File: src/rtl/fabric_memstream_ld.sv
// Streaming strided load initiator: issues addresses to a memory load port, buffers the
// paired data/done responses in a credit-bounded FIFO and re-emits them in order.
module fabric_memstream_ld #(
  parameter int DATA_WIDTH      = 32,
  parameter int TAG_WIDTH       = 0,
  parameter int TAG_VALUE       = 0,
  parameter int ADDR_WIDTH      = 8,
  parameter int COUNT_WIDTH     = 16,
  parameter int MAX_OUTSTANDING = 4,
  localparam int PW             = DATA_WIDTH + TAG_WIDTH
) (
  input  logic                   clk,
  input  logic                   rst_n,
  input  logic                   start_valid,
  output logic                   start_ready,
  input  logic [ADDR_WIDTH-1:0]  start_base,
  input  logic [ADDR_WIDTH-1:0]  start_stride,
  input  logic [COUNT_WIDTH-1:0] start_count,
  output logic                   ld_addr_valid,
  input  logic                   ld_addr_ready,
  output logic [PW-1:0]          ld_addr_data,
  input  logic                   ld_data_valid,
  output logic                   ld_data_ready,
  input  logic [PW-1:0]          ld_data_data,
  input  logic                   ld_done_valid,
  output logic                   ld_done_ready,
  input  logic [PW-1:0]          ld_done_data,
  output logic                   out_valid,
  input  logic                   out_ready,
  output logic [DATA_WIDTH-1:0]  out_data,
  output logic                   done_valid,
  input  logic                   done_ready,
  output logic                   error_valid,
  output logic [15:0]            error_code
);

  // Values mirror the shared fabric error code table.
  localparam logic [15:0] RT_MEMSTREAM_UNEXPECTED_RESP = 16'h0001;
  localparam logic [15:0] RT_MEMSTREAM_TAG_MISMATCH    = 16'h0002;

  localparam int CW    = $clog2(MAX_OUTSTANDING + 1);
  localparam int PTR_W = (MAX_OUTSTANDING > 1) ? $clog2(MAX_OUTSTANDING) : 1;
  localparam int TW    = (TAG_WIDTH > 0) ? TAG_WIDTH : 1;
  localparam logic [TW-1:0] TAG_CONST = TW'(TAG_VALUE);

  typedef enum logic [1:0] {S_IDLE, S_ISSUE, S_DRAIN, S_DONE} state_e;

  state_e                 state_q, state_d;
  logic [ADDR_WIDTH-1:0]  addr_q, addr_d, stride_q;
  logic [COUNT_WIDTH-1:0] count_q, issued_q, issued_d, received_q, received_d;
  logic [CW-1:0]          outst_q, outst_d, fifo_cnt_q, fifo_cnt_d;
  logic [PTR_W-1:0]       wr_ptr_q, wr_ptr_d, rd_ptr_q, rd_ptr_d;
  logic [PW-1:0]          addr_word_q, addr_word_d;
  logic                   err_valid_q, err_valid_d;
  logic [15:0]            err_code_q, err_code_d;
  logic [DATA_WIDTH-1:0]  fifo_mem [MAX_OUTSTANDING];

  logic [CW:0] inflight;
  logic fifo_full, fifo_empty, has_credit, tag_bad;
  logic start_fire, issue_fire, resp_fire, resp_unexp, push, pop;

  function automatic logic [PTR_W-1:0] ptr_inc(input logic [PTR_W-1:0] p);
    return (p == PTR_W'(MAX_OUTSTANDING - 1)) ? '0 : p + 1'b1;
  endfunction

  generate
    if (TAG_WIDTH > 0) begin : g_tag
      assign addr_word_d = {TAG_CONST, DATA_WIDTH'(addr_d)};
      assign tag_bad     = (ld_done_data[PW-1:DATA_WIDTH] != TAG_CONST);
    end else begin : g_no_tag
      assign addr_word_d = DATA_WIDTH'(addr_d);
      assign tag_bad     = 1'b0;
    end
  endgenerate

  logic unused_ok;
  assign unused_ok = ^{ld_data_data, ld_done_data, TAG_CONST};

  assign inflight   = {1'b0, outst_q} + {1'b0, fifo_cnt_q};
  assign has_credit = (inflight < (CW+1)'(MAX_OUTSTANDING));
  assign fifo_full  = (fifo_cnt_q == CW'(MAX_OUTSTANDING));
  assign fifo_empty = (fifo_cnt_q == '0);

  assign start_ready   = (state_q == S_IDLE);
  assign ld_addr_valid = (state_q == S_ISSUE) && has_credit;
  assign ld_addr_data  = addr_word_q;
  assign ld_data_ready = !fifo_full;
  assign ld_done_ready = !fifo_full;
  assign out_valid     = !fifo_empty;
  assign out_data      = fifo_empty ? '0 : fifo_mem[rd_ptr_q];
  assign done_valid    = (state_q == S_DONE);
  assign error_valid   = err_valid_q;
  assign error_code    = err_code_q;

  assign start_fire = start_valid && start_ready;
  assign issue_fire = ld_addr_valid && ld_addr_ready;
  assign resp_fire  = ld_data_valid && ld_done_valid && !fifo_full;
  assign resp_unexp = resp_fire && (outst_q == '0);
  assign push       = resp_fire && !resp_unexp;
  assign pop        = out_valid && out_ready;

  // NOTE: every comb output gets a default first, so no path can infer a latch.
  always_comb begin
    addr_d     = addr_q;
    issued_d   = issued_q;
    received_d = received_q;
    outst_d    = outst_q;
    fifo_cnt_d = fifo_cnt_q;
    wr_ptr_d   = wr_ptr_q;
    rd_ptr_d   = rd_ptr_q;
    if (start_fire) begin
      addr_d     = start_base;
      issued_d   = '0;
      received_d = '0;
    end else if (issue_fire) begin
      addr_d   = addr_q + stride_q;
      issued_d = issued_q + 1'b1;
    end
    if (push) begin
      received_d = received_q + 1'b1;
      wr_ptr_d   = ptr_inc(wr_ptr_q);
    end
    if (pop) rd_ptr_d = ptr_inc(rd_ptr_q);
    if (issue_fire && !push)      outst_d = outst_q + 1'b1;
    else if (push && !issue_fire) outst_d = outst_q - 1'b1;
    if (push && !pop)      fifo_cnt_d = fifo_cnt_q + 1'b1;
    else if (pop && !push) fifo_cnt_d = fifo_cnt_q - 1'b1;
  end

  // DRAIN looks at next-state counters so DONE is reached on the edge of the final pop.
  always_comb begin
    state_d = state_q;
    case (state_q)
      S_IDLE:  if (start_fire) state_d = (start_count == '0) ? S_DONE : S_ISSUE;
      S_ISSUE: if (issue_fire && issued_d == count_q) state_d = S_DRAIN;
      S_DRAIN: if (received_d == count_q && fifo_cnt_d == '0) state_d = S_DONE;
      S_DONE:  if (done_ready) state_d = S_IDLE;
      default: state_d = S_IDLE;
    endcase
  end

  always_comb begin
    err_valid_d = err_valid_q;
    err_code_d  = err_code_q;
    if (!err_valid_q) begin
      if (resp_unexp) begin
        err_valid_d = 1'b1;
        err_code_d  = RT_MEMSTREAM_UNEXPECTED_RESP;
      end else if (push && tag_bad) begin
        err_valid_d = 1'b1;
        err_code_d  = RT_MEMSTREAM_TAG_MISMATCH;
      end
    end
  end

  // NOTE: non-blocking assignments so every register samples pre-edge values.
  always_ff @(posedge clk or negedge rst_n) begin
    if (!rst_n) begin
      state_q     <= S_IDLE;
      addr_q      <= '0;
      stride_q    <= '0;
      count_q     <= '0;
      issued_q    <= '0;
      received_q  <= '0;
      outst_q     <= '0;
      fifo_cnt_q  <= '0;
      wr_ptr_q    <= '0;
      rd_ptr_q    <= '0;
      addr_word_q <= '0;
      err_valid_q <= 1'b0;
      err_code_q  <= '0;
    end else begin
      state_q     <= state_d;
      addr_q      <= addr_d;
      issued_q    <= issued_d;
      received_q  <= received_d;
      outst_q     <= outst_d;
      fifo_cnt_q  <= fifo_cnt_d;
      wr_ptr_q    <= wr_ptr_d;
      rd_ptr_q    <= rd_ptr_d;
      err_valid_q <= err_valid_d;
      err_code_q  <= err_code_d;
      if (start_fire) begin
        stride_q <= start_stride;
        count_q  <= start_count;
      end
      if (start_fire || issue_fire) addr_word_q <= addr_word_d;
    end
  end

  // NOTE: the FIFO storage has no reset; out_data is masked while the FIFO is empty.
  always_ff @(posedge clk) begin
    if (push) fifo_mem[wr_ptr_q] <= ld_data_data[DATA_WIDTH-1:0];
  end

endmodule

File: config.mk
export PLATFORM = sky130hd
export DESIGN_NAME = fabric_memstream_ld
export DESIGN_NICKNAME = d
export VERILOG_FILES = /design/src/rtl/fabric_memstream_ld.sv
export SDC_FILE = /design/constraint.sdc
export NUM_CORES = 1
export LEC_CHECK = 0
export CAP_MARGIN = 5
export CORE_MARGIN = 8
export CORE_UTILIZATION = 55
export CTS_CLUSTER_DIAMETER = 150
export CTS_CLUSTER_SIZE = 8
export DETAILED_ROUTE_END_ITERATION = 8
export GPL_ROUTABILITY_DRIVEN = 0
export PLACE_DENSITY = 0.83
export SLEW_MARGIN = 20
export SYNTH_ARGS = -nofsm -noshare
export SYNTH_HDL_FRONTEND = slang
export SYNTH_SLANG_ARGS = --single-unit
File: constraint.sdc
create_clock -name clk -period 6.8 [get_ports clk]
set_input_delay 1.02 -clock clk [delete_from_list [all_inputs] [get_ports clk]]
set_output_delay 1.02 -clock clk [all_outputs]
set_load 0.05 [all_outputs]
==> results of run 1 <==
power by group:
group          internal (mW)  switching (mW)
combinational          0.657            1.04
clock                  0.837           0.502
sequential              1.52          0.0963
final timing paths:
check,from,to,slack [ps],depth (start not counted)
worst max-delay path,rd_ptr_q[0]$_DFFE_PN0P_,out_data[30],2660,4
worst max register to register,fifo_cnt_q[0]$_DFF_PN0_,state_q[1]$_DFFE_PN0P_,2880,13
max in group asynchronous,rst_n,addr_q[2]$_DFF_PN0_,5310,2
worst min register to register,stride_q[5]$_DFFE_PN0P_,stride_q[5]$_DFFE_PN0P_,470,2
worst min-delay path,rst_n,received_q[9]$_DFF_PN0_,390,1
min in group clk,stride_q[5]$_DFFE_PN0P_,stride_q[5]$_DFFE_PN0P_,470,2
through the flow:
step / utilization / hold slack (ps)
2_1_floorplan: - / 450
3_3_place_gp: 0.627 / 449
3_5_place_dp: 0.627 / 466
4_1_cts: 0.672 / 398
5_1_grt: 0.672 / 413
6_report: 0.672 / 394
routing by layer:
metal  track usage  up-vias  wire [um]
met5             0        -          0
met4        0.0579        0        592
met3        0.0398       44       1520
met2         0.323      239      10900
met1         0.240     3384       9770
li1              -     3258          -
final cells by class:
| cell class | count | share of cell area |
|---|---|---|
| clock buffer | 49 | 0.0679 |
| inverter | 28 | 0.00836 |
| multi-input combinational | 558 | 0.321 |
| sequential | 214 | 0.477 |
| tap | 234 | 0.0233 |
| timing repair buffer | 132 | 0.102 |
cell families after synthesis:
family	Yosys count	synth area share
AND/OR/NAND/NOR	295	0.149
flip-flops	214	0.573
AO/OA/AOI/OAI	115	0.0755
buffers and inverters	106	0.0544
multiplexers	47	0.0853
XOR/XNOR	36	0.0301
adder cells (fa/ha/maj)	26	0.0325
other	1	0.000358
registers in the layout, indices dropped and copies added, names as in the netlist:
signal and flops:
stride_q 8, outst_q 3, wr_ptr_q 2, fifo_cnt_q 3
error_valid 1, ld_addr_data 8, count_q 16, rd_ptr_q 2
error_code 1, addr_q 8, fifo_mem 128, state_q 2
received_q 16, issued_q 16
synthesized netlist by cell type (3+ instances only):
master     instances
o311ai_0           3
mux2i_1            7
o41ai_1            3
inv_1             26
and4_1             4
a21oi_1           28
buf_2              4
a31o_2             3
o31ai_1            5
clkbuf_1          25
and2_1            44
nor2b_1            3
ha_1              24
xor2_1            13
buf_4             40
nand2_1          104
or4_1              4
and3_1             8
xnor2_1           23
edfxtp_1         128
nand2b_1           8
nor3_1            10
o21ai_0           23
o211ai_1           3
nor3b_1            3
nor2_1            38
a21o_1             8
nand4_1           19
mux4_2            33
nor4_1            10
a211o_1            4
nand4b_1           3
buf_1              6
mux2_2             7
or3_1              5
a2111oi_0          4
o2111ai_1          3
nand3_1           15
dfrtp_1           86
a31oi_1            7
critical path, delay by kind of cell (launching register included):
kind	cells	cell delay, ps
buffers and inverters	2	1200
and+or+nand+nor	1	180
DFF	1	610
muxes	1	580
cell usage in the layout, fill, tap and decap left out, types with 26 or more instances in the layout:
cell type	instances
edfxtp_1	128
mux4_2	33
and2_1	43
conb_1	39
nor2_1	38
a21oi_1	28
clkbuf_16	31
inv_1	26
nand2_1	104
clkdlybuf4s50_1	118
dfrtp_1	85
==> out/qor.yml, run 1 <==
status: "finished, final reports clean"
grt.overflow.total: 0
postCtsSetupBuffers: 0
fin_crit_sh: 0.609
grt_setup_unrepaired: "false"
post-place-ws_ps: 2340
crit_slowest_cell: "clkdlybuf4s50_1"
initial_core_util: 0.559
slew_violations: 0
ant_nets: 0
num_rows: 50
fin_tns_setup_ps: 0
crit_fanout: 24
syn_avg_cell_area_um2: 12.5
wl_mm: 22.8
fp.dieW_um: 154
core_mm2: 0.0187
setup_viol: 0
grt_max_degree: 63
cts_buffers: 30
worst_slack_ps: 2660
clockRootBuffer: "clkbuf_16"
clock.fmax_ghz: 0.241
yosys.area.top_type: "edfxtp_1"
die_y_um: 154
area.growth.synth_to_final_pct: 20.2
hold_viol: 0
io_pins: 191
cpPeakStageDelay_ps: 720
viasPerCell: 5.70
cp_data_required_time_ps: 5780
clock_sinks: 214
post_cts_resized: 0
clkLatencyLatePin_ps: 530
ys_seq_elements: 214
synth.top_cells.by_area: "edfxtp_1 (37%), dfrtp_1 (21%), mux4_2 (7.1%)"
seqCellArea_mm2: 0.00600
num_vias: 6925
end_kind: "primary output"
crit_chain: "buf_4 -> mux4_2 -> and2_1 -> clkdlybuf4s50_1"
maxCapViolCount: 0
final_area_mm2: 0.0126
synth.distinct_cells: 73
finalPower_mw: 4.65
synth_top_area_share: 0.367
io_buffers: 119
wl_per_cell_um: 18.7
first_global_vias: 7103
clkTransAtPathRegs_ps: 50
drc: 0
tritoncts: "yes"
grt_use_total: 0.190
holdBufCountCts: 0
leakage_nw: 4.99
cp_data_arrival_time_ps: 3120
clock_skew_ps: 13.8
dr.pass1.iters: 5
fillCellCount: 1343
clock_path_buffers: 3
cts_max_level: 1
hp-class: "input pin to async pin"
antenna_found_initial: 0
fp.dieArea_mm2: 0.0237
tightestPinTransition_ps: 775
start_kind: "flip-flop"
worstSetupPathType: "flip-flop to primary output"
final.min_clock_period_ps: 4140
fin_cells: 1215
drt_first_iter_violations: 515
slew_headroom: 0.483
multi_input_area_mm2: 0.00404
syn_inst: 840
synthArstFlopShare: 0.402
ys.flop_type: "edfxtp_1"
dpl_cell_area_mm2: 0.0117
post-place-cells: 1166
grt_pass1_wl_mm: 36.7
drive_above_1_share: 0.105
nets: 1094
vdd_ir_drop_max_v: 0.000229
synth-edff-count: 128
seq_area_frac_synth: 0.573
hpwl_mm: 15.3
yosys_warnings: 0
synth_area_mm2: 0.0105
power_density_mw_per_mm2: 370
antenna_cells: 0
(Power assumes the default switching activity.)
==> run 2, diff against run 1 <==
--- a/config.mk
+++ b/config.mk
@@ -7,12 +7,12 @@
 export LEC_CHECK = 0
 export CAP_MARGIN = 5
 export CORE_MARGIN = 8
-export CORE_UTILIZATION = 55
+export CORE_UTILIZATION = 48
 export CTS_CLUSTER_DIAMETER = 150
 export CTS_CLUSTER_SIZE = 8
 export DETAILED_ROUTE_END_ITERATION = 8
 export GPL_ROUTABILITY_DRIVEN = 0
-export PLACE_DENSITY = 0.83
+export PLACE_DENSITY = 0.77
 export SLEW_MARGIN = 20
 export SYNTH_ARGS = -nofsm -noshare
 export SYNTH_HDL_FRONTEND = slang
==> constraint.sdc (replaced) <==
create_clock -name clk -period 3.53 [get_ports clk]
set_input_delay 0.5295 -clock clk [delete_from_list [all_inputs] [get_ports clk]]
set_output_delay 0.5295 -clock clk [all_outputs]
set_load 0.05 [all_outputs]
==> out/qor.yml, run 2 (same netlist as run 1, synthesis figures left out) <==
antenna_found_initial: 0  # unchanged
nets: 1116  # +2.0%
crit_chain: "inv_1 -> ha_1 -> nand2b_1 -> buf_4 -> and2_1 -> clkdlybuf4s50_1"
num_vias: 7042  # +1.7%
dr.pass1.iters: 5  # unchanged
antenna_cells: 0  # unchanged
worst_r2r_endpoint: "state_q[1]$_DFFE_PN0P_"
drt-met1-wl_mm: 9.79  # +0.21%
area.growth.synth_to_final_pct: 22.8
drc: 0  # unchanged
wl_met2_mm: 11.8  # +8.4%
num_rows: 54  # +8.0%
hp-class: "flip-flop to flip-flop"
clock_skew_ps: 22.2  # +8.45 ps
fin_crit_sh: 0.946
worstSetupPathType: "flip-flop to primary output"
top_layer: "met4"
status: "finished, final reports clean"
leakage_nw: 5.10  # +2.3%
post-place-cells: 1232  # +5.7%
clock_path_buffers: 3  # unchanged
tightestPinTransition_ps: 586  # -189 ps
clockRootBuffer: "clkbuf_16"
hold_path_depth: 2
worst_slack_ps: 190  # -2470 ps
setup_viol: 0  # unchanged
viasPerCell: 5.48  # -3.8%
max_flop_register: "fifo_mem"
cp_data_required_time_ps: 3000  # -2780 ps
die_y_um: 164  # +6.3%
grt.overflow.total: 0  # unchanged
io_buffers: 119  # unchanged
final.min_clock_period_ps: 3340
crit_fanout: 33  # +38%
fp.dieArea_mm2: 0.0268  # +13%
crit_slowest_cell: "clkdlybuf4s50_1"
cp_data_arrival_time_ps: 2810  # -310 ps
wl_mm: 23.8  # +4.6%
r2r_slack_ps: 230  # -2650 ps
layout_commonest_cell: "edfxtp_1"
slew_violations: 0  # unchanged
grt_pass1_wl_mm: 37.7  # +2.6%
cts_max_level: 1  # unchanged
clkLatencyLatePin_ps: 560  # +30 ps
clkTransAtPathRegs_ps: 60  # about the same
io_pins: 191  # unchanged
fin_cells: 1284  # +5.7%
largest_reg_flops: 128  # unchanged
hpwl_mm: 16.2  # +5.9%
dpl_cell_area_mm2: 0.0119  # +1.9%
maxCapViolCount: 0  # unchanged
hold_viol: 0  # unchanged
final_cell_mix: "edfxtp_1 (128), clkdlybuf4s50_1 (117), nand2_1 (104)"
drive_above_1_share: 0.126  # +0.0215
slew_headroom: 0.604  # +0.121
grt_use_total: 0.176  # -0.0139
post-place-ws_ps: -43.9  # -2380 ps
hold_path_end: "error_code[0]$_DFFE_PN0P_"
tritoncts: "yes"
power_density_mw_per_mm2: 709  # +92%
clock_sinks: 214  # unchanged
initial_core_util: 0.484  # -0.0754
r2r_cells: 11  # -2
critical-path-top-delay-family: "buffers and inverters"
worstReg2RegStart: "state_q[1]$_DFFE_PN0P_"
drt_first_iter_violations: 478  # -7.2%
wl_met3_mm: 1.56  # +2.8%
cpPeakStageDelay_ps: 840  # +120 ps
grt_max_degree: 36  # -43%
end_kind: "primary output"
clock.fmax_ghz: 0.299
start_kind: "flip-flop"
finalPower_mw: 9.12  # +96%
core_mm2: 0.0216  # +16%
fp.dieW_um: 164  # +6.3%
ant_nets: 0  # unchanged
critical_path_buf_inv_count: 3  # +1
wl_per_cell_um: 18.6  # -0.98%
final_area_mm2: 0.0129  # +2.2%
first_global_vias: 7290  # +2.6%
holdWs_ps: 467  # +73.1 ps
min-delay-start: "error_code[0]$_DFFE_PN0P_"
grt_setup_unrepaired: "false"
cts_buffers: 30  # unchanged
vdd_ir_drop_max_v: 0.000471  # +110%
==> run 2: area by class of cell <==
class / count / area, um^2
fill: 1715 / 8770
sequential: 214 / 6000
multi-input combinational: 558 / 4070
timing repair buffer: 154 / 1470
clock buffer: 49 / 832
tap: 280 / 350
inverter: 28 / 105
clock inverter: 1 / 30.0
==> run 2: through the flow <==
step	utilization	setup TNS (ps)
after floorplan	-	0
after global placement	0.552	0
after detailed placement	0.552	-43.9
after CTS	0.593	0
after global routing	0.594	0
final	0.594	0
==> run 2: tightest hold or removal path, cell delays in order (launching register included) <==
cell,delay (ps)
dfrtp_1,340
inv_1,40
o41ai_1,50
==> run 2: repair_timing <==
action / CTS / global route
hold buffers: 1 / 0
setup endpoints to repair: 1 / 2
setup buffers: 0 / 1
pin swaps: 0 / 0
hold endpoints to repair: 31 / 0
resized for setup: 1 / 7
==> run 2: metal layers <==
metal	vias to the layer above	global-route usage
met5	-	0
met4	0	0.0649
met2	220	0.304
li1	3302	-
met3	50	0.0353
met1	3470	0.215
==> run 2: worst max path at each step <==
stage	cells after the start	end	start
after floorplan	13	state_q[1]$_DFFE_PN0P_	fifo_cnt_q[0]$_DFF_PN0_
after global placement	11	state_q[1]$_DFFE_PN0P_	ld_data_valid
after global routing	12	state_q[1]$_DFFE_PN0P_	fifo_cnt_q[1]$_DFF_PN0_
after detailed placement	11	state_q[1]$_DFFE_PN0P_	ld_data_valid
after CTS	12	state_q[1]$_DFFE_PN0P_	fifo_cnt_q[0]$_DFF_PN0_
final	6	out_data[13]	fifo_cnt_q[1]$_DFF_PN0_
==> run 2: where the power goes <==
part | switching (mW) | internal [mW] | total, mW
Clock | 1.04 | 1.59 | 2.63
Combinational | 2.09 | 1.33 | 3.43
Sequential | 0.141 | 2.92 | 3.06
Total | 3.27 | 5.84 | 9.12
==> run 3, diff against run 2 <==
--- a/config.mk
+++ b/config.mk
@@ -6,7 +6,7 @@
 export NUM_CORES = 1
 export LEC_CHECK = 0
 export CAP_MARGIN = 5
-export CORE_MARGIN = 8
+export CORE_MARGIN = 2
 export CORE_UTILIZATION = 48
 export CTS_CLUSTER_DIAMETER = 150
 export CTS_CLUSTER_SIZE = 8
==> out/qor.yml, run 3 (same netlist as run 1, synthesis figures left out) <==
status: "finished, final reports clean"
clock_sinks: 214  # unchanged
drt_first_iter_violations: 449  # -6.1%
wl_per_cell_um: 17.5  # -5.7%
final_area_mm2: 0.0128  # about the same
area.growth.synth_to_final_pct: 22.8  # about the same
setup_viol: 0  # unchanged
clock_path_buffers: 3  # unchanged
largest_reg_flops: 128  # unchanged
cp_data_arrival_time_ps: 3840  # +1030 ps
clockRootBuffer: "clkbuf_16"
wl_mm: 22.5  # -5.4%
tritoncts: "yes"
slew_violations: 0  # unchanged
holdWs_ps: 48.1  # -419 ps
cp_data_required_time_ps: 3980  # +980 ps
grt.overflow.total: 0  # unchanged
drc: 0  # unchanged
clkTransAtPathRegs_ps: 50  # about the same
clock.fmax_ghz: 0.295  # -1.5%
fp.dieArea_mm2: 0.0230  # -14%
io_buffers: 119  # unchanged
antenna_cells: 0  # unchanged
fin_tns_setup_ps: 0  # unchanged
maxCapViolCount: 0  # unchanged
dpl_cell_area_mm2: 0.0120  # +0.21%
worst_r2r_endpoint: "state_q[1]$_DFFE_PN0P_"
r2r_cells: 11  # unchanged
finalPower_mw: 9.05  # -0.70%
final_cell_mix: "edfxtp_1 (128), clkdlybuf4s50_1 (115), nand2_1 (104)"
worstSetupPathType: "flip-flop to flip-flop"
slew_headroom: 0.505  # -0.0991
layout_commonest_cell: "edfxtp_1"
vdd_ir_drop_max_v: 0.000426  # -9.7%
core_mm2: 0.0216  # unchanged
ant_nets: 0  # unchanged
cts_max_level: 1  # unchanged
hold_viol: 0  # unchanged
clock_skew_ps: 24.8  # +2.54 ps
crit_fanout: 8  # -76%
grt_setup_unrepaired: "false"
end_kind: "flip-flop"
num_vias: 7017  # -0.36%
tightestPinTransition_ps: 743  # +156 ps
final.min_clock_period_ps: 3390  # +52.3 ps
num_rows: 54  # unchanged
fp.dieW_um: 152  # -7.3%
viasPerCell: 5.45  # -0.59%
dr.pass1.iters: 5  # unchanged
antenna_found_initial: 0  # unchanged
worstReg2RegStart: "state_q[1]$_DFFE_PN0P_"
r2r_slack_ps: 140  # -90 ps
fin_crit_sh: 0.961  # +0.0148
drive_above_1_share: 0.129  # +0.00260
leakage_nw: 5.10  # about the same
initial_core_util: 0.484  # unchanged
fin_util: 0.594  # about the same
first_global_vias: 6936  # -4.9%
grt_use_total: 0.199  # +0.0227
grt_max_degree: 57  # +58%
cts_buffers: 30  # unchanged
hp-class: "input pin to async pin"
clkLatencyLatePin_ps: 550  # about the same
die_y_um: 152  # -7.3%
nets: 1119  # +0.27%
holdBufCountCts: 0  # -1
grt_pass1_wl_mm: 35.6  # -5.6%
start_kind: "flip-flop"
power_density_mw_per_mm2: 705  # -0.64%
max_flop_register: "fifo_mem"
hpwl_mm: 15.1  # -6.4%
io_pins: 191  # unchanged
==> run 3: worst max-delay path, stage by stage (launching register included) <==
cell     delay, ps
dfrtp_1        400
inv_1          100
ha_1           230
or3b_1         520
nor4_2         590
nand3_1        160
xor2_1         200
o21a_1         180
nor4_1         280
nand4_1        200
a21oi_2        240
mux2i_1        210
==> run 3: cell type report <==
class                   instances  area [um^2]
clock inverters                 2         33.8
repair buffers                157         1480
multi-input cells             558         4060
flip-flops and latches        214         6000
clock buffers                  48          818
fillers                      1738         8780
well taps                     280          350
inverters                      28          105
==> run 3: per-stage QoR <==
stage / std cells / worst slack [ps]
5_1_grt: 1287 / 0.736
6_report: 1287 / 137
4_1_cts: 1286 / 74.6
2_1_floorplan: 878 / 379
3_3_place_gp: 1236 / 57.7
3_5_place_dp: 1236 / 27.8
==> run 3: metal layers <==
metal,global-route usage,wire [um],vias to the layer above,share of wire
met4,0.0569,526,0,0.023
met1,0.263,9570,3418,0.42
met5,0,0,-,0
met3,0.0377,1300,48,0.058
met2,0.338,11100,231,0.49
li1,-,-,3320,-
==> run 3: power by group <==
| group | leakage (nW) | internal (mW) | switching (mW) |
|---|---|---|---|
| Clock | 0.404 | 1.56 | 1.01 |
| Combinational | 2.40 | 1.35 | 2.08 |
| Sequential | 2.29 | 2.92 | 0.134 |
==> run 3: repair_timing <==
| item | in CTS | in global routing |
|---|---|---|
| buffers inserted | 0 | 1 |
| endpoints found under the setup margin | 0 | 5 |
| resized for setup | 0 | 4 |
==> run 3: worst max path at each step <==
| stage | start | to | slack, ps | depth (start not counted) |
|---|---|---|---|---|
| 6_report | state_q[1]$_DFFE_PN0P_ | state_q[1]$_DFFE_PN0P_ | 140 | 11 |
| 5_1_grt | state_q[1]$_DFFE_PN0P_ | state_q[1]$_DFFE_PN0P_ | 0.7 | 11 |
| 4_1_cts | state_q[1]$_DFFE_PN0P_ | ld_addr_valid | 70 | 5 |
| 3_5_place_dp | ld_done_valid | state_q[1]$_DFFE_PN0P_ | 30 | 12 |
| 3_3_place_gp | ld_data_valid | state_q[1]$_DFFE_PN0P_ | 60 | 12 |
| 2_1_floorplan | fifo_cnt_q[0]$_DFF_PN0_ | state_q[1]$_DFFE_PN0P_ | 380 | 13 |
